### src/rtl/brake_light_driver.sv
// Brake/tail LED PWM output stage: dim tail, staged brake, release hold, tipover hazard blink, thermal derate.
// Latency: input -> state 2 edges, input -> LED 3 edges (PWM phase permitting); no backpressure, always accepts.
module brake_light_driver #(
  parameter int PWM_BITS          = 8,
  parameter int DIM_DUTY          = 32,
  parameter int FULL_DUTY         = 256,
  parameter int HOLD_CYCLES       = 500000,
  parameter int BLINK_HALF_CYCLES = 1000000
) (
  input  logic       sys_clk,
  input  logic       rst,
  input  logic       light_en,
  input  logic [1:0] brake_code,
  input  logic       tipover,
  input  logic       temp_warning,
  output logic       led_stage1,
  output logic       led_stage2,
  output logic [2:0] state_o,
  output logic       brake_active,
  output logic       hazard_active
);

  typedef enum logic [2:0] {
    IDLE   = 3'd0,
    STAGE1 = 3'd1,
    STAGE2 = 3'd2,
    HOLD   = 3'd3,
    HAZARD = 3'd4
  } state_t;

  localparam int DW = PWM_BITS + 1;
  localparam int HW = $clog2(HOLD_CYCLES + 1);
  localparam int BW = $clog2(BLINK_HALF_CYCLES + 1);
  localparam logic [DW-1:0] DIM_D      = DW'(DIM_DUTY);
  localparam logic [DW-1:0] FULL_D     = DW'(FULL_DUTY);
  localparam logic [HW-1:0] HOLD_LAST  = HW'(HOLD_CYCLES - 1);
  localparam logic [BW-1:0] BLINK_LAST = BW'(BLINK_HALF_CYCLES - 1);

  logic                light_en_r;
  logic [1:0]          code_r;
  logic                tip_r;
  logic                temp_r;
  state_t              state;
  state_t              nxt;
  logic                last_stage2;
  logic [HW-1:0]       hold_cnt;
  logic [BW-1:0]       blink_cnt;
  logic                blink_on;
  logic [PWM_BITS-1:0] pwm_cnt;
  logic [DW-1:0]       base_s1;
  logic [DW-1:0]       base_s2;
  logic [DW-1:0]       duty_s1;
  logic [DW-1:0]       duty_s2;

  assign state_o = state;

  // Nonzero brake code is checked before the HOLD expiry so a reasserted code beats IDLE.
  always_comb begin
    nxt = state;
    if (!light_en_r) begin
      nxt = IDLE;
    end else if (tip_r) begin
      nxt = HAZARD;
    end else if (code_r == 2'b01) begin
      nxt = STAGE1;
    end else if (code_r[1]) begin
      nxt = STAGE2;
    end else begin
      case (state)
        STAGE1, STAGE2: nxt = HOLD;
        HOLD:           nxt = (hold_cnt == HOLD_LAST) ? IDLE : HOLD;
        default:        nxt = IDLE;
      endcase
    end
  end

  always_comb begin
    base_s1 = '0;
    base_s2 = '0;
    case (state)
      IDLE:   base_s1 = DIM_D;
      STAGE1: base_s1 = FULL_D;
      STAGE2: begin
        base_s1 = FULL_D;
        base_s2 = FULL_D;
      end
      HOLD: begin
        base_s1 = FULL_D;
        base_s2 = last_stage2 ? FULL_D : '0;
      end
      HAZARD: begin
        base_s1 = blink_on ? FULL_D : '0;
        base_s2 = blink_on ? FULL_D : '0;
      end
      default: begin
        base_s1 = '0;
        base_s2 = '0;
      end
    endcase
    duty_s1 = temp_r ? (base_s1 >> 1) : base_s1;
    duty_s2 = temp_r ? (base_s2 >> 1) : base_s2;
  end

  always_ff @(posedge sys_clk) begin
    if (rst) begin
      light_en_r    <= 1'b0;
      code_r        <= 2'b00;
      tip_r         <= 1'b0;
      temp_r        <= 1'b0;
      state         <= IDLE;
      last_stage2   <= 1'b0;
      hold_cnt      <= '0;
      blink_cnt     <= '0;
      blink_on      <= 1'b0;
      pwm_cnt       <= '0;
      led_stage1    <= 1'b0;
      led_stage2    <= 1'b0;
      brake_active  <= 1'b0;
      hazard_active <= 1'b0;
    end else begin
      light_en_r    <= light_en;
      code_r        <= brake_code;
      tip_r         <= tipover;
      temp_r        <= temp_warning;
      state         <= nxt;
      pwm_cnt       <= pwm_cnt + 1'b1;
      brake_active  <= (nxt == STAGE1) || (nxt == STAGE2) || (nxt == HOLD);
      hazard_active <= (nxt == HAZARD);

      if (nxt == HOLD && state != HOLD) begin
        hold_cnt    <= '0;
        last_stage2 <= (state == STAGE2);
      end else if (nxt == HOLD) begin
        hold_cnt <= hold_cnt + 1'b1;
      end else begin
        hold_cnt <= '0;
      end

      // Blink restarts in the on phase at every HAZARD entry.
      if (nxt == HAZARD && state != HAZARD) begin
        blink_cnt <= '0;
        blink_on  <= 1'b1;
      end else if (nxt == HAZARD) begin
        if (blink_cnt == BLINK_LAST) begin
          blink_cnt <= '0;
          blink_on  <= ~blink_on;
        end else begin
          blink_cnt <= blink_cnt + 1'b1;
        end
      end else begin
        blink_cnt <= '0;
        blink_on  <= 1'b0;
      end

      led_stage1 <= light_en_r && ({1'b0, pwm_cnt} < duty_s1);
      led_stage2 <= light_en_r && ({1'b0, pwm_cnt} < duty_s2);
    end
  end

endmodule

### config.mk
export PLATFORM = sky130hd
export DESIGN_NAME = brake_light_driver
export DESIGN_NICKNAME = d
export VERILOG_FILES = /design/src/rtl/brake_light_driver.sv
export SDC_FILE = /design/constraint.sdc
export NUM_CORES = 1
export LEC_CHECK = 0
export ABC_AREA = 1
export CAP_MARGIN = 30
export CORE_MARGIN = 2
export CORE_UTILIZATION = 36
export CTS_CLUSTER_DIAMETER = 50
export CTS_CLUSTER_SIZE = 24
export DETAILED_ROUTE_END_ITERATION = 6
export GPL_TIMING_DRIVEN = 0
export PLACE_DENSITY = 0.62
export REMOVE_ABC_BUFFERS = 1
export SYNTH_ARGS = -nofsm -noshare
export SYNTH_HDL_FRONTEND = slang
export SYNTH_SLANG_ARGS = --single-unit
### constraint.sdc
create_clock -name sys_clk -period 2.35 [get_ports sys_clk]
set_input_delay 0.47 -clock sys_clk [delete_from_list [all_inputs] [get_ports sys_clk]]
set_output_delay 0.47 -clock sys_clk [all_outputs]
set_load 0.005 [all_outputs]
## After elaboration in Yosys (flattened, before gate mapping)

Cells that the tools add are included.

- $add $sub $neg: 3
- Order comparisons: 2
- Equal/unequal tests: 14
- Muxes and demuxes: 15
- Bitwise gates (word level): 3
- Reductions and logical operators: 11

Operators with widths:

| cell | count |
|---|---|
| $pmux 9 s3 | 2 |
| $mux 9 | 4 |
| $add 20x1->20 const B | 1 |
| $eq 20x20->1 const B | 1 |
| $add 19x1->19 const B | 1 |
| $eq 19x19->1 const B | 1 |
| $lt 8x9->1 | 2 |
| $eq 3x2->1 const B | 4 |
| $add 8x1->8 const B | 1 |
| $eq 3x1->1 const B | 2 |
| $eq 3x3->1 const B | 2 |
| $mux 2 | 3 |
| $mux 3 | 2 |
| $reduce_or 3->1 | 2 |
| $logic_and 1x1->1 | 4 |
| $pmux 2 s2 | 1 |
| $reduce_or 4->1 | 1 |
| $logic_not 3->1 | 1 |
| $mux 1 | 3 |
| $ne 3x1->1 const B | 1 |
| $ne 3x2->1 const B | 1 |
| $ne 3x3->1 const B | 1 |
| $not 1->1 | 3 |
| $eq 2x1->1 const B | 1 |
| other kinds (2) | 3 |

- Flip-flop bits (word level): 61
- Input port bits: 7
- Output and inout port bits: 7
- Logic and storage cells: 62

## Depth between registers and ports, before layout

Gate-level depths: netlist of the first run.

- Word-level depth: 10
- Gate-level depth with buffers: 10
- Mapped depth without buffers: 10

## Least setup slack after synthesis of the first run

OpenSTA, ideal clock, no wires.

- Kind: reg2reg
- Start point: register hazard_active (netlist name)
- End point: register led_stage1
- Library setup time: 0.114 ns
- Arrival time: 1.353 ns
- Required time: 2.236 ns
- Slack: 0.884 ns
- Cell stages (with the launch flop): 10
- Path buffers: 0
- Period minus slack after synthesis: 1.466 ns
- Cells stage by stage: dfxtp_1 > inv_1 > nor3_2 > nand2_1 > o21ai_0 > nand2_1 > ha_1 > a21oi_1 > a21oi_1 > nor2_1

RTL lines:

| what | line | RTL |
|---|---|---|
| end signal: assignment | 155 | `led_stage1 <= light_en_r && ({1'b0, pwm_cnt} < duty_s1);` |
| end: declaration | 16 | `output logic led_stage1,` |

## Worst setup path in the final report of the first run

- Start point: input rst
- End point: register hold_cnt[0]

- Longest elaborated chain between the ends: 1

Ends and longest elaborated chain:

| what | line | RTL |
|---|---|---|
| start: declaration | 11 | `input logic rst,` |
| $reduce_or 3->1 (no source line) | - |  |
| end signal: assignment | 134 | `hold_cnt <= hold_cnt + 1'b1;` |
| end: declaration | 46 | `logic [HW-1:0] hold_cnt;` |

Every way passes these cells.
A chain may end at the register's enable or synchronous reset.

==> results.sh, run 1 <==
export IMPL_max_slew_margin=0.6323
export IMPL_layout_drive_gt1_share=0.1356
export IMPL_fin_skew_ns=0.009596
export IMPL_worstSetupPathType="input pin to flip-flop"
export IMPL_postRouteAntennaNets=0
export IMPL_syn_instance_count=388
export IMPL_grt_pass1_wl_um=9232
export IMPL_post_route_util=0.4282
export IMPL_cpPeakStageDelay_ns=0.82
export IMPL_post_cts_buffers=0
export IMPL_clock_latency_ns=0.33
export IMPL_pwr_share_clk=0.465
export IMPL_worstMarginPinSlew_ns=0.5498
export IMPL_fmax_mhz=534.7
export IMPL_cts_buffers=9
export IMPL_drv_slew=0
export IMPL_netlist_area_um2=2920
export IMPL_fin_nets=420
export IMPL_setup_violations=0
export IMPL_synth_yosys_seq_area_share=0.4113
export IMPL_crit_buf_inv=3
export IMPL_synthArstFlopShare=0
export IMPL_crit_family="buffers and inverters"
export IMPL_seq_power_share=0.509
export IMPL_die_y_um=94.07
export IMPL_clkSlewWorstSetupHoldPaths_ns=0.06
export IMPL_clock_path_buffers=2
export IMPL_cts_max_level=3
export IMPL_cts_resized_gates=0
export IMPL_fillers=821
export IMPL_die_w_um=94.07
export IMPL_synthDistinctLibCells=34
export IMPL_multiInputGateArea_um2=1454
export IMPL_cts_tree="built"
export IMPL_ys_top_cells_by_area="dfxtp_1, nor2_1, nand2_1"
export IMPL_switching_share=0.2149
export IMPL_fin_tns_setup_ns=0
export IMPL_max_cap_violations=0
export IMPL_seqCellArea_um2=1201
export IMPL_synth_top_area_cell="dfxtp_1"
export IMPL_routabilityCongestion=0.7976
export IMPL_num_vias=2326
export IMPL_cp_max_fo=15
export IMPL_io_buffers=13
export IMPL_hold_class="flip-flop to flip-flop"
export IMPL_syn_area_per_cell_um2=7.527
export IMPL_num_rows=32
export IMPL_place_inst=499
export IMPL_cp_slowest_cell="clkdlybuf4s50_1"
export IMPL_status="finished clean"
export IMPL_arrival_ns=2.08
export IMPL_hold_buffers=0
export IMPL_synth_top_area_frac=0.4113
export IMPL_drc=0
export IMPL_period_needed_ns=1.870
export IMPL_internal_power_mw=1.598
export IMPL_dieArea_um2=8848
export IMPL_ys_flop_type="dfxtp_1"
export IMPL_drtPass1Iterations=4
export IMPL_worst_setup_path_start_kind="input pin"
export IMPL_syn2layout_area_growth_pct=14.48
export IMPL_synth_edf_count=0
export IMPL_power_density_nw_per_um2=608.7
export IMPL_yosysWarnings=0
export IMPL_grt_pass1_vias=2172
export IMPL_cp_required_ns=2.56
export IMPL_drtIter0Drc=69
export IMPL_rsz0062_at_grt="no"
export IMPL_track_usage=0.1337
export IMPL_routedWlPerCell_um=10.06
export IMPL_endpoint_kind="flip-flop"
export IMPL_ys_ff_latch=60
export IMPL_power_switching_uw=437.4
export IMPL_hold_violations=0
export IMPL_numClockSinks=60
export IMPL_stdcell_count=515
export IMPL_crit_chain="clkdlybuf4s50_1 -> inv_1 -> nand3_1 -> nor2_4 -> inv_4 -> nor2_1"
export IMPL_overflow=0
export IMPL_irDropWorstVdd_mv=0.2538
export IMPL_comb_power_share=0.026
export IMPL_period_share=0.7959
export IMPL_io_pins=14
export IMPL_core_um2=7807
export IMPL_p_leak_nw=1.172
export IMPL_start_util=0.3740
export IMPL_viasPerCell=4.517
export IMPL_hpwl_um=3793
export IMPL_diodes=0
export IMPL_grt_max_degree=20
export IMPL_antenna_found_initial=0
export IMPL_clockRootBuffer="clkbuf_8"
export IMPL_routed_wl_um=5182
==> cell type report <==
class                      instances  share of cell area
inverter                          60             0.06811
tap                              102             0.03817
sequential                        60              0.3593
multi-input combinational        264              0.4349
clock buffer                      12             0.04641
timing repair buffer              13             0.03892
clock inverter                     4             0.01422
==> synthesized netlist by cell type, types with 4 or more instances <==
| library cell | n |
|---|---|
| nand4_1 | 9 |
| xnor2_1 | 4 |
| nand2_2 | 4 |
| nor2_4 | 4 |
| dfxtp_1 | 60 |
| xor2_1 | 14 |
| o21ai_0 | 8 |
| nor2_1 | 66 |
| ha_1 | 5 |
| nor2_2 | 18 |
| nand3_2 | 4 |
| inv_1 | 58 |
| nor3_1 | 12 |
| nand3_1 | 20 |
| nand2_1 | 61 |
| a21oi_1 | 16 |
==> layer usage <==
metal / global-route usage / vias up / routed length, um
met3: 0.03692 / 6 / 157
met1: 0.1618 / 1031 / 2635
met5: 0 / - / 0
met2: 0.2161 / 25 / 2300
li1: - / 1264 / -
met4: 0.06884 / 0 / 89
==> registers in the layout, summed over array words and instances (netlist names), 2 cells and up <==
name / flops
blink_cnt: 20
hold_cnt: 19
pwm_cnt: 8
state_o: 2
code_r: 2
==> placed cells by master (no fill, tap or decap), types with 3 or more instances in the layout <==
cell type,instances
ha_1,5
xor2_1,14
nor2_4,4
nor2_1,66
xnor2_1,4
nand3_1,20
nor2_2,18
nor3b_1,3
nor3_2,3
o21ai_0,8
clkbuf_8,11
inv_1,58
nand2_2,4
dfxtp_1,60
a21oi_1,16
nor3_1,12
nand2_1,61
clkdlybuf4s50_1,13
nand4_1,9
nand3_2,4
==> metrics by stage <==
stage | total power [mW] | area, um^2 | worst slack (ns) | hold slack (ns)
global placement | 1.112 | 3141 | 0.1196 | 0.4281
CTS | 2.065 | 3343 | 0.4620 | 0.4523
detailed placement | 1.113 | 3141 | 0.1027 | 0.4382
floorplan | 1.087 | 2883 | 0.8610 | 0.4150
finish | 2.035 | 3343 | 0.4797 | 0.4457
global route | 2.120 | 3343 | 0.3059 | 0.4731
==> kinds of logic after synthesis <==
group	count (synthesis)	share of synthesized area
buf+inv	64	0.09083
compound gates	29	0.05399
fa+ha+maj	5	0.02142
xor+xnor	19	0.05956
flops	60	0.4113
simple gates	211	0.3629
==> worst paths after layout <==
kind / from / endpoint / slack [ns] / cells after the start
max: rst / hold_cnt[0] / 0.48 / 6
min: blink_cnt[0] / blink_cnt[0] / 0.45 / 1
max reg2reg: blink_cnt[0] / blink_cnt[16] / 0.65 / 8
min reg2reg: blink_cnt[0] / blink_cnt[0] / 0.45 / 1
==> power by group through the flow <==
stage / Combinational, mW / Sequential [mW] / Clock [mW]
3_5_place_dp: 0.0541 / 1.06 / 0
6_report: 0.0537 / 1.04 / 0.945
4_1_cts: 0.0544 / 1.04 / 0.975
2_1_floorplan: 0.0291 / 1.06 / 0
5_1_grt: 0.0619 / 1.04 / 1.02
3_3_place_gp: 0.0527 / 1.06 / 0
Power figures use the tool's default switching activity.
==> run 2: changes to the inputs <==
PLACE_DENSITY = 0.64   (was 0.62)
clock period = 1.7 ns   (was 2.35 ns; I/O delays follow)
==> results.sh, run 2 (synthesis gave the netlist of run 1 again) <==
export IMPL_status="finished clean"
export IMPL_place_inst=499
export IMPL_cts_max_level=3
export IMPL_routedWlPerCell_um=10.05
export IMPL_worstMarginPinSlew_ns=0.5471
export IMPL_fin_ws_ns=0.03717
export IMPL_period_share=0.9781
export IMPL_drtIter0Drc=76
export IMPL_largest_reg_flops=20
export IMPL_setup_violations=0
export IMPL_cp_max_fo=6
export IMPL_die_y_um=94.07
export IMPL_period_needed_ns=1.663
export IMPL_grt_max_degree=20
export IMPL_hpwl_um=3818
export IMPL_irDropWorstVdd_mv=0.3814
export IMPL_dr_wl_met2_um=2419
export IMPL_clock_path_buffers=2
export IMPL_antenna_found_initial=0
export IMPL_fin_tns_setup_ns=0
export IMPL_num_vias=2333
export IMPL_io_buffers=13
export IMPL_grt_pass1_wl_um=9666
export IMPL_p_leak_nw=1.185
export IMPL_wl_met3_um=216
export IMPL_place_area_um2=3141
export IMPL_hold_violations=0
export IMPL_cp_slowest_cell="clkdlybuf4s50_1"
export IMPL_worst_setup_path_start_kind="flip-flop"
export IMPL_num_rows=32
export IMPL_max_cap_violations=0
export IMPL_hold_class="flip-flop to flip-flop"
export IMPL_viasPerCell=4.495
export IMPL_cp_required_ns=1.36
export IMPL_drc=0
export IMPL_io_pins=14
export IMPL_crit_chain="clkdlybuf4s50_1"
export IMPL_min_to="blink_cnt[0]"
export IMPL_top_register="blink_cnt"
export IMPL_routed_top_layer="met4"
export IMPL_rsz0062_at_grt="yes"
export IMPL_endpoint_kind="primary output"
export IMPL_track_usage=0.1384
export IMPL_stdcell_count=519
export IMPL_r2r_start="blink_cnt[0]"
export IMPL_syn2layout_area_growth_pct=16.62
export IMPL_cpPeakStageDelay_ns=0.54
export IMPL_layout_common_cells="nor2_1, nand2_1, inv_1, dfxtp_1, nand3_1"
export IMPL_wl_met1_um=2533
export IMPL_routed_wl_um=5214
export IMPL_drtPass1Iterations=4
export IMPL_whs_path_depth=1
export IMPL_numClockSinks=60
export IMPL_start_util=0.3740
export IMPL_final_cell_area_um2=3406
export IMPL_grt_pass1_vias=2334
export IMPL_worstSetupPathType="flip-flop to primary output"
export IMPL_layout_drive_gt1_share=0.1631
export IMPL_crit_family="buffers and inverters"
export IMPL_arrival_ns=1.32
export IMPL_cts_tree="built"
export IMPL_clkSlewWorstSetupHoldPaths_ns=0.07
export IMPL_clock_latency_ns=0.34
export IMPL_die_w_um=94.07
export IMPL_overflow=0
export IMPL_final_common_cell="nor2_1"
export IMPL_postRouteAntennaNets=0
export IMPL_max_slew_margin=0.6352
export IMPL_biggestRegsByFlops="blink_cnt (20), hold_cnt (19), pwm_cnt (8)"
export IMPL_hold_start="blink_cnt[0]"
export IMPL_diodes=0
export IMPL_fin_nets=424
export IMPL_rrSetupSlack_ns=0.12
export IMPL_drv_slew=0
export IMPL_routabilityCongestion=0.8148
export IMPL_hold_slack_ns=0.4522
export IMPL_power_density_nw_per_um2=794.5
export IMPL_power_mw=2.706
export IMPL_reg2regPathDepth=10
export IMPL_r2r_end="blink_cnt[14]"
export IMPL_crit_buf_inv=1
export IMPL_core_um2=7807
export IMPL_fmax_mhz=601.4
export IMPL_post_route_util=0.4362
export IMPL_fin_skew_ns=0.01275
export IMPL_dieArea_um2=8848
export IMPL_pre_cts_ws_ns=-0.4531
export IMPL_cts_buffers=9
export IMPL_clockRootBuffer="clkbuf_8"
run 2: worst max-delay path by stage:
| stage | from | end | slack [ns] | depth (start not counted) |
|---|---|---|---|---|
| 6_report | state_o[0] | state_o[0] | 0.04 | 1 |
| 5_1_grt | hazard_active | led_stage1 | -0.05 | 9 |
| 4_1_cts | state_o[0] | state_o[0] | 0.007 | 1 |
| 3_5_place_dp | rst | blink_cnt[13] | -0.45 | 4 |
| 3_3_place_gp | rst | hold_cnt[0] | -0.39 | 6 |
| 2_1_floorplan | hazard_active | led_stage1 | 0.21 | 9 |
run 2: cell type report:
type / instances / area [um^2]
well taps: 102 / 127.6
clock buffers: 13 / 168.9
fillers: 795 / 4402
repair buffers: 17 / 171.4
clock inverters: 3 / 20.02
flip-flops and latches: 60 / 1206
multi-input cells: 264 / 1481
inverters: 60 / 230.2
run 2: routing by layer:
metal / vias to the layer above / GRT usage
met5: - / 0
met2: 26 / 0.2238
met3: 6 / 0.05859
met1: 1038 / 0.1634
li1: 1263 / -
met4: 0 / 0.05072
run 2: repair_timing:
item | in CTS | in global routing
hold buffers | 0 | 0
resized for setup | 2 | 10
pin swaps | 0 | 6
buffers inserted | 0 | 4
endpoints found under the setup margin | 23 | 32
run 2: where the power goes:
part	total (mW)	switching, mW	internal, mW
combinational	0.0761	0.0399	0.0362
sequential	1.43	0.0116	1.42
clock	1.20	0.550	0.646
total	2.71	0.601	2.10
==> run 3: changes to the inputs <==
RECOVER_POWER = 50   (was default)
==> results.sh, run 3 (synthesis gave the netlist of run 1 again) <==
export IMPL_cts_max_level=3
export IMPL_cp_slowest_cell="clkdlybuf4s50_1"
export IMPL_io_pins=14
export IMPL_worstSetupPathType="flip-flop to primary output"
export IMPL_num_vias=2332
export IMPL_final_common_cell="nor2_1"
export IMPL_setup_violations=0
export IMPL_max_cap_violations=0
export IMPL_top_register="blink_cnt"
export IMPL_drv_slew=0
export IMPL_max_slew_margin=0.6353
export IMPL_stdcell_count=519
export IMPL_grt_pass1_vias=2334
export IMPL_clockRootBuffer="clkbuf_8"
export IMPL_diodes=0
export IMPL_die_y_um=94.07
export IMPL_layout_common_cells="nor2_1, nand2_1, inv_1, dfxtp_1, nand3_1"
export IMPL_hold_violations=0
export IMPL_period_needed_ns=1.663
export IMPL_worstMarginPinSlew_ns=0.5470
export IMPL_place_inst=499
export IMPL_grt_pass1_wl_um=9666
export IMPL_fmax_mhz=601.3
export IMPL_crit_chain="clkdlybuf4s50_1"
export IMPL_endpoint_kind="primary output"
export IMPL_cts_tree="built"
export IMPL_hold_class="flip-flop to flip-flop"
export IMPL_power_density_nw_per_um2=796.6
export IMPL_cp_required_ns=1.36
export IMPL_grt_max_degree=20
export IMPL_clock_path_buffers=2
export IMPL_postRouteAntennaNets=0
export IMPL_num_rows=32
export IMPL_period_share=0.9783
export IMPL_crit_family="buffers and inverters"
export IMPL_biggestRegsByFlops="blink_cnt (20), hold_cnt (19), pwm_cnt (8)"
export IMPL_largest_reg_flops=20
export IMPL_drtPass1Iterations=4
export IMPL_arrival_ns=1.32
export IMPL_layout_drive_gt1_share=0.1535
export IMPL_io_buffers=13
export IMPL_pre_cts_ws_ns=-0.4531
export IMPL_syn2layout_area_growth_pct=16.28
export IMPL_track_usage=0.1384
export IMPL_post_route_util=0.4349
export IMPL_routed_wl_um=5208
export IMPL_die_w_um=94.07
export IMPL_antenna_found_initial=0
export IMPL_drtIter0Drc=74
export IMPL_crit_buf_inv=1
export IMPL_cpPeakStageDelay_ns=0.54
export IMPL_routedWlPerCell_um=10.03
export IMPL_dieArea_um2=8848
export IMPL_clock_latency_ns=0.34
export IMPL_start_util=0.3740
export IMPL_fin_skew_ns=0.01209
export IMPL_overflow=0
export IMPL_routabilityCongestion=0.8148
export IMPL_viasPerCell=4.493
export IMPL_hpwl_um=3818
export IMPL_numClockSinks=60
export IMPL_clkSlewWorstSetupHoldPaths_ns=0.07
export IMPL_p_leak_nw=1.198
export IMPL_rsz0062_at_grt="yes"
export IMPL_irDropWorstVdd_mv=0.3687
export IMPL_cts_buffers=9
export IMPL_fin_nets=424
export IMPL_fin_ws_ns=0.03687
export IMPL_worst_setup_path_start_kind="flip-flop"
export IMPL_cp_max_fo=6
export IMPL_core_um2=7807
export IMPL_power_mw=2.705
export IMPL_drc=0
export IMPL_status="finished clean"
[run 3: layout make-up]
class | count | area (um^2)
fill | 796 | 4412
multi-input combinational | 264 | 1471
sequential | 60 | 1206
inverter | 60 | 230.2
timing repair buffer | 17 | 171.4
clock buffer | 13 | 168.9
tap | 102 | 127.6
clock inverter | 3 | 20.02
[run 3: final timing paths]
check	start	to	slack (ns)	cells past startpoint
hold / removal	hold_cnt[0]	hold_cnt[0]	0.45	1
hold reg to reg	hold_cnt[0]	hold_cnt[0]	0.45	1
setup / recovery	state_o[0]	state_o[0]	0.04	1
setup reg to reg	blink_cnt[0]	blink_cnt[14]	0.11	10
[run 3: timing repair]
action	CTS	global route
pin swaps	0	6
setup buffers	0	4
setup endpoints to repair	23	32
hold buffers	0	0
gates resized for setup	2	10
[run 3: stage by stage]
stage	setup TNS [ns]	area [um^2]	hold slack [ns]
after global routing	-0.1638	3396	0.4758
after CTS	0	3336	0.4499
after floorplan	0	2883	0.4067
after global placement	-13.62	3141	0.4287
final	0	3396	0.4508
after detailed placement	-15.34	3141	0.4413
[run 3: routing by layer]
| layer | share of wire | up-vias | global-route usage |
|---|---|---|---|
| met4 | 0.014 | 0 | 0.05072 |
| met3 | 0.044 | 7 | 0.05859 |
| li1 | - | 1262 | - |
| met1 | 0.49 | 1036 | 0.1634 |
| met2 | 0.46 | 27 | 0.2238 |
| met5 | 0 | - | 0 |
[run 3: power breakdown]
group / switching, mW / leakage [nW] / internal (mW)
clock: 0.550 / 0.0917 / 0.646
combinational: 0.0398 / 0.619 / 0.0355
sequential: 0.0115 / 0.487 / 1.42
==> RTL change 1 (settings of run 3) <==
Register the inputs `light_en`, `brake_code`, `tipover` and `temp_warning` before use, without a reset. The logic sees them one clock later.
--- a/src/rtl/brake_light_driver.sv
+++ b/src/rtl/brake_light_driver.sv
@@ -35,6 +35,18 @@
   localparam logic [DW-1:0] FULL_D     = DW'(FULL_DUTY);
   localparam logic [HW-1:0] HOLD_LAST  = HW'(HOLD_CYCLES - 1);
   localparam logic [BW-1:0] BLINK_LAST = BW'(BLINK_HALF_CYCLES - 1);
+
+  logic light_en_q;
+  logic [1:0] brake_code_q;
+  logic tipover_q;
+  logic temp_warning_q;
+
+  always_ff @(posedge sys_clk) begin
+    light_en_q     <= light_en;
+    brake_code_q   <= brake_code;
+    tipover_q      <= tipover;
+    temp_warning_q <= temp_warning;
+  end
 
   logic                light_en_r;
   logic [1:0]          code_r;
@@ -118,10 +130,10 @@
       brake_active  <= 1'b0;
       hazard_active <= 1'b0;
     end else begin
-      light_en_r    <= light_en;
-      code_r        <= brake_code;
-      tip_r         <= tipover;
-      temp_r        <= temp_warning;
+      light_en_r    <= light_en_q;
+      code_r        <= brake_code_q;
+      tip_r         <= tipover_q;
+      temp_r        <= temp_warning_q;
       state         <= nxt;
       pwm_cnt       <= pwm_cnt + 1'b1;
       brake_active  <= (nxt == STAGE1) || (nxt == STAGE2) || (nxt == HOLD);
Behaviour: not the same (a bounded check fails within 4 cycles, from zero or initial values and one cycle with rst high).
==> RTL change 1 against run 3 <==
- sequential share of layout area up 2.2 points
- cell area increased by 2.7%
- setup slack better by 39 ps
- non-clock buffer count is 5 higher
- sequential power up 9%
- synthesized area fell by 0.30%
- combinational power down 13%
- wire length increased by 3.9%
- count of clock-buffer cells in the layout is 2 lower
- sequential cell count rose by 5
- fmax rose by 2.4%
- power increased by 3.6%
- via count increased by 3.4%
==> RTL change 1: results (changes against run 3) <==
| Metric | Value |
|---|---|
| Status | complete, no violations |
| Layout Nets | 423 (-0.24%) |
| CP max stage delay | 370 ps (-170 ps) |
| Clock Skew | 8.50 ps (-3.59 ps) |
| Leak | 0.00134 µW (+11%) |
| Worst hold slack | 403 ps (-48.0 ps) |
| DR WL met2 | 2510 µm (+5.5%) |
| Wl on met1 | 2630 µm (+4.1%) |
| Vias in the first global route | 2216 (-5.1%) |
| Final Power | 2800 µW (+3.6%) |
| Reg2Reg Capture Point | hold_cnt[18]$_SDFF_PP0_ |
| Placement Cell Area | 3160 µm² (+0.56%) |
| Final GP Congestion | 0.816 (about the same) |
| Layout cells sized above 1 | 0.149 (-0.00444) |
| Final setup margin | 75.8 ps (+38.9 ps) |
| Iter 0 DRT Violations | 73 (-1.4%) |
| Post-synthesis sequential area ratio | 0.447 (+0.0356) |
| Met3 usage | 0.0433 (-0.0152) |
| Most frequent cells after synthesis | nor2_1, dfxtp_1, nand2_1, inv_1, a21oi_1 |
| Worst Setup EP | hold_cnt[18]$_SDFF_PP0_ |
| Crit Path Max Fanout | 4 (-2) |
| Gr usage total | 0.133 (-0.00551) |
| Hold Path Depth | 2 (+1) |
| Worst r2r src | hold_cnt[1]$_SDFF_PP0_ |
| Non-Filler Instances | 518 (-0.19%) |
| Via count | 2412 (+3.4%) |
| Detailed Place HPWL | 3900 µm (+2.1%) |
| Ranking of synthesized cells by area | dfxtp_1, nor2_1, nand2_1, inv_1, nand4_1 |
| Family with the most delay on the worst path | simple AND/OR/NAND/NOR gates |
| Sequential power share | 0.555 (+0.025) |
| Routing usage on met1 | 0.161 (-0.00275) |
| Post-Route WL | 5410 µm (+3.9%) |
| Pre-CTS WS | -649 ps (-196 ps) |
| CP arrival | 1860 ps (+540 ps) |
| First-pass GRT wire length | 9230 µm (-4.5%) |
| Synth cell types | 37 (+8.8%) |
| Slowest CP cell | dfxtp_4 |
| P_int | 2170 µW (+3.3%) |
| Fillers | 804 (+1.0%) |
| Worst Setup Path Type | reg -> reg |
| Syn Area/Cell | 7.60 µm² (+1.0%) |
| Slew @ Worst Pin | 424 ps (-123 ps) |
RTL change 1: what timing repair did:
item,in CTS,in global routing
pin swaps,1,11
endpoints found under the setup margin,41,28
buffers inserted,1,7
endpoints found under the hold margin,0,0
resized for setup,8,19
RTL change 1: final cells by class:
type | count | share of cell area
clock buffers | 11 | 0.0434
clock inverters | 5 | 0.00861
inverters | 56 | 0.0607
multi-input cells | 257 | 0.415
flip-flops and latches | 65 | 0.377
well taps | 102 | 0.0366
repair buffers | 22 | 0.0585
RTL change 1: logic make-up (layout without fill, tap and decap cells):
| logic type | count (synthesis) | count (layout) | synth area share |
|---|---|---|---|
| simple gates | 207 | 207 | 0.353 |
| xor+xnor | 13 | 13 | 0.0391 |
| buf+inv | 61 | 94 | 0.0812 |
| compound gates | 32 | 32 | 0.0584 |
| fa+ha+maj | 5 | 5 | 0.0215 |
| flops | 65 | 65 | 0.447 |
==> RTL change 2 (settings of run 3) <==
Without the edit above. Change the parameter `HOLD_CYCLES` from 500000 to 1000000.
--- a/src/rtl/brake_light_driver.sv
+++ b/src/rtl/brake_light_driver.sv
@@ -4,7 +4,7 @@
   parameter int PWM_BITS          = 8,
   parameter int DIM_DUTY          = 32,
   parameter int FULL_DUTY         = 256,
-  parameter int HOLD_CYCLES       = 500000,
+  parameter int HOLD_CYCLES       = 1000000,
   parameter int BLINK_HALF_CYCLES = 1000000
 ) (
   input  logic       sys_clk,
Function: no difference found for any inputs over 10 cycles, from zero or initial values and one cycle with rst high; that may be too few to reach the edited logic, so the function may still have changed.
==> RTL change 2 against run 3 <==
- sequential cell count rose by 1
- wire length rose by 7.4%
- cell area rose by 2.7%
- setup slack got worse by 7.5 ps
- power rose by 3.7%
- utilization fell by 0.42 points
- synthesized area rose by 0.99%
- synthesized cell count rose by 4.4%
- clock skew fell by 1.9 ps
- first-iteration DRC count rose by 26%
- die area rose by 0.95%
- critical endpoint is now state_o[1]
==> RTL change 2: results (changes against run 3) <==
| Metric | Value |
|---|---|
| Vias in the first global route | 2371 (+1.6%) |
| Worst hold slack | 443 ps (-7.70 ps) |
| Hold Path Depth | 2 (+1) |
| Placed insts | 517 (+3.6%) |
| Placement Cell Area | 3170 µm² (+0.96%) |
| Largest net degree at the start of global routing | 19 (-5.0%) |
| Post-Synth XOR/XNOR Area | 0.0535 (-0.00610) |
| Iter 0 DRT Violations | 93 (+26%) |
| FF-to-FF path depth | 7 (-3) |
| Worst r2r src | blink_cnt[0]$_SDFF_PP0_ |
| Root Driver | clkbuf_8 |
| Pre-CTS WS | -383 ps (+70.4 ps) |
| Hold path startpoint | rst |
| Clock Skew | 10.2 ps (-1.91 ps) |
| First-pass GRT wire length | 9750 µm (+0.86%) |
| Worst Hold Class | in -> reg |
| Async S/R FF share, synth | 0 (unchanged) |
| CTS HTree Levels | 3 (unchanged) |
| Detailed Place HPWL | 3920 µm (+2.6%) |
| Gr usage total | 0.138 (about the same) |
| Avg WL per Cell | 10.4 µm (+3.4%) |
| Ranking of synthesized cells by area | dfxtp_1, nor2_1, nand2_1, inv_1, nand3_1 |
| Slowest CP cell | clkdlybuf4s50_1 |
| Worst rel slew slack | 0.615 (-0.0200) |
| Post-synthesis sequential area ratio | 0.414 (+0.00277) |
| Most frequent cells after synthesis | nor2_1, nand2_1, dfxtp_1, inv_1, nand3_1 |
| Syn Area/Cell | 7.28 µm² (-3.3%) |
| Clock latency on the worst-skew pair | 340 ps (about the same) |
| Leak | 0.00126 µW (+5.0%) |
| Layout Nets | 441 (+4.0%) |
| Post-Route WL | 5590 µm (+7.4%) |
| Top flop regs | blink_cnt: 20 flops, hold_cnt: 20 flops, pwm_cnt: 8 flops |
| Status | complete, no violations |
| Post-synthesis compound-gate area fraction | 0.0535 (-0.000527) |
| Hold endpoint | pwm_cnt[0]$_SDFF_PP0_ |
| Reg2Reg Capture Point | blink_cnt[0]$_SDFF_PP0_ |
| Design area | 3490 µm² (+2.7%) |
| Max VDD drop | 0.446 mV (+21%) |
| Layout cells sized above 1 | 0.129 (-0.0244) |
| Via count | 2522 (+8.1%) |
| ANT cells | 0 (unchanged) |
| Final GP Congestion | 0.805 (-1.2%) |
| Port bufs | 13 (unchanged) |
| Synth cell types | 36 (+5.9%) |
| Fillers | 848 (+6.5%) |
| Synth Area in Adders | 0.0212 (-0.000209) |
| CP max stage delay | between 500 and 600 ps |
==> RTL change 2: cell count changes in the layout (fill, tap and decap cells not counted), moves of 4 or more <==
cell / change
inv_1: -5
nand2_1: +9
nor2_2: -11
nand4_1: +5
nand2_2: -4
nand3_1: +7
nor3_1: -5
nor2_1: +15
==> RTL change 2: area by class of cell <==
cell class	instances	area share
tap	105	0.0377
multi-input combinational	282	0.440
timing repair buffer	19	0.0520
clock buffer	9	0.0355
inverter	56	0.0610
sequential	61	0.352
clock inverter	7	0.0219
==> RTL change 2: timing repair <==
| action | 4_1_cts | 5_1_grt |
|---|---|---|
| pin swaps | 0 | 3 |
| setup buffers | 2 | 4 |
| setup endpoints to repair | 32 | 34 |
| resized for setup | 7 | 10 |
| gates cloned | 0 | 0 |
==> RTL change 2: per-layer routing <==
metal,global-route usage,part of all wire
met3,0.0463,0.036
met5,0,0
met2,0.224,0.45
met1,0.164,0.49
met4,0.0700,0.025
==> RTL change 2: worst max-delay path by stage <==
| stage | startpoint | to | slack, ps | depth (start not counted) |
|---|---|---|---|---|
| 6_report | state_o[1]$_SDFF_PP0_ | state_o[1] | 30 | 1 |
| 4_1_cts | blink_cnt[0]$_SDFF_PP0_ | blink_cnt[18]$_SDFF_PP0_ | 40 | 7 |
| 3_5_place_dp | rst | hold_cnt[13]$_SDFF_PP0_ | -380 | 6 |
| 5_1_grt | state_o[1]$_SDFF_PP0_ | state_o[1] | -30 | 1 |
| 3_3_place_gp | rst | hold_cnt[12]$_SDFF_PP0_ | -370 | 6 |
| 2_1_floorplan | blink_cnt[0]$_SDFF_PP0_ | blink_cnt[12]$_SDFF_PP0_ | 200 | 8 |
==> RTL change 2: where the power goes <==
group	total, µW	switching (µW)	internal [µW]
combinational	65.7	33.4	32.3
clock	1290	606	680
sequential	1450	10.9	1440
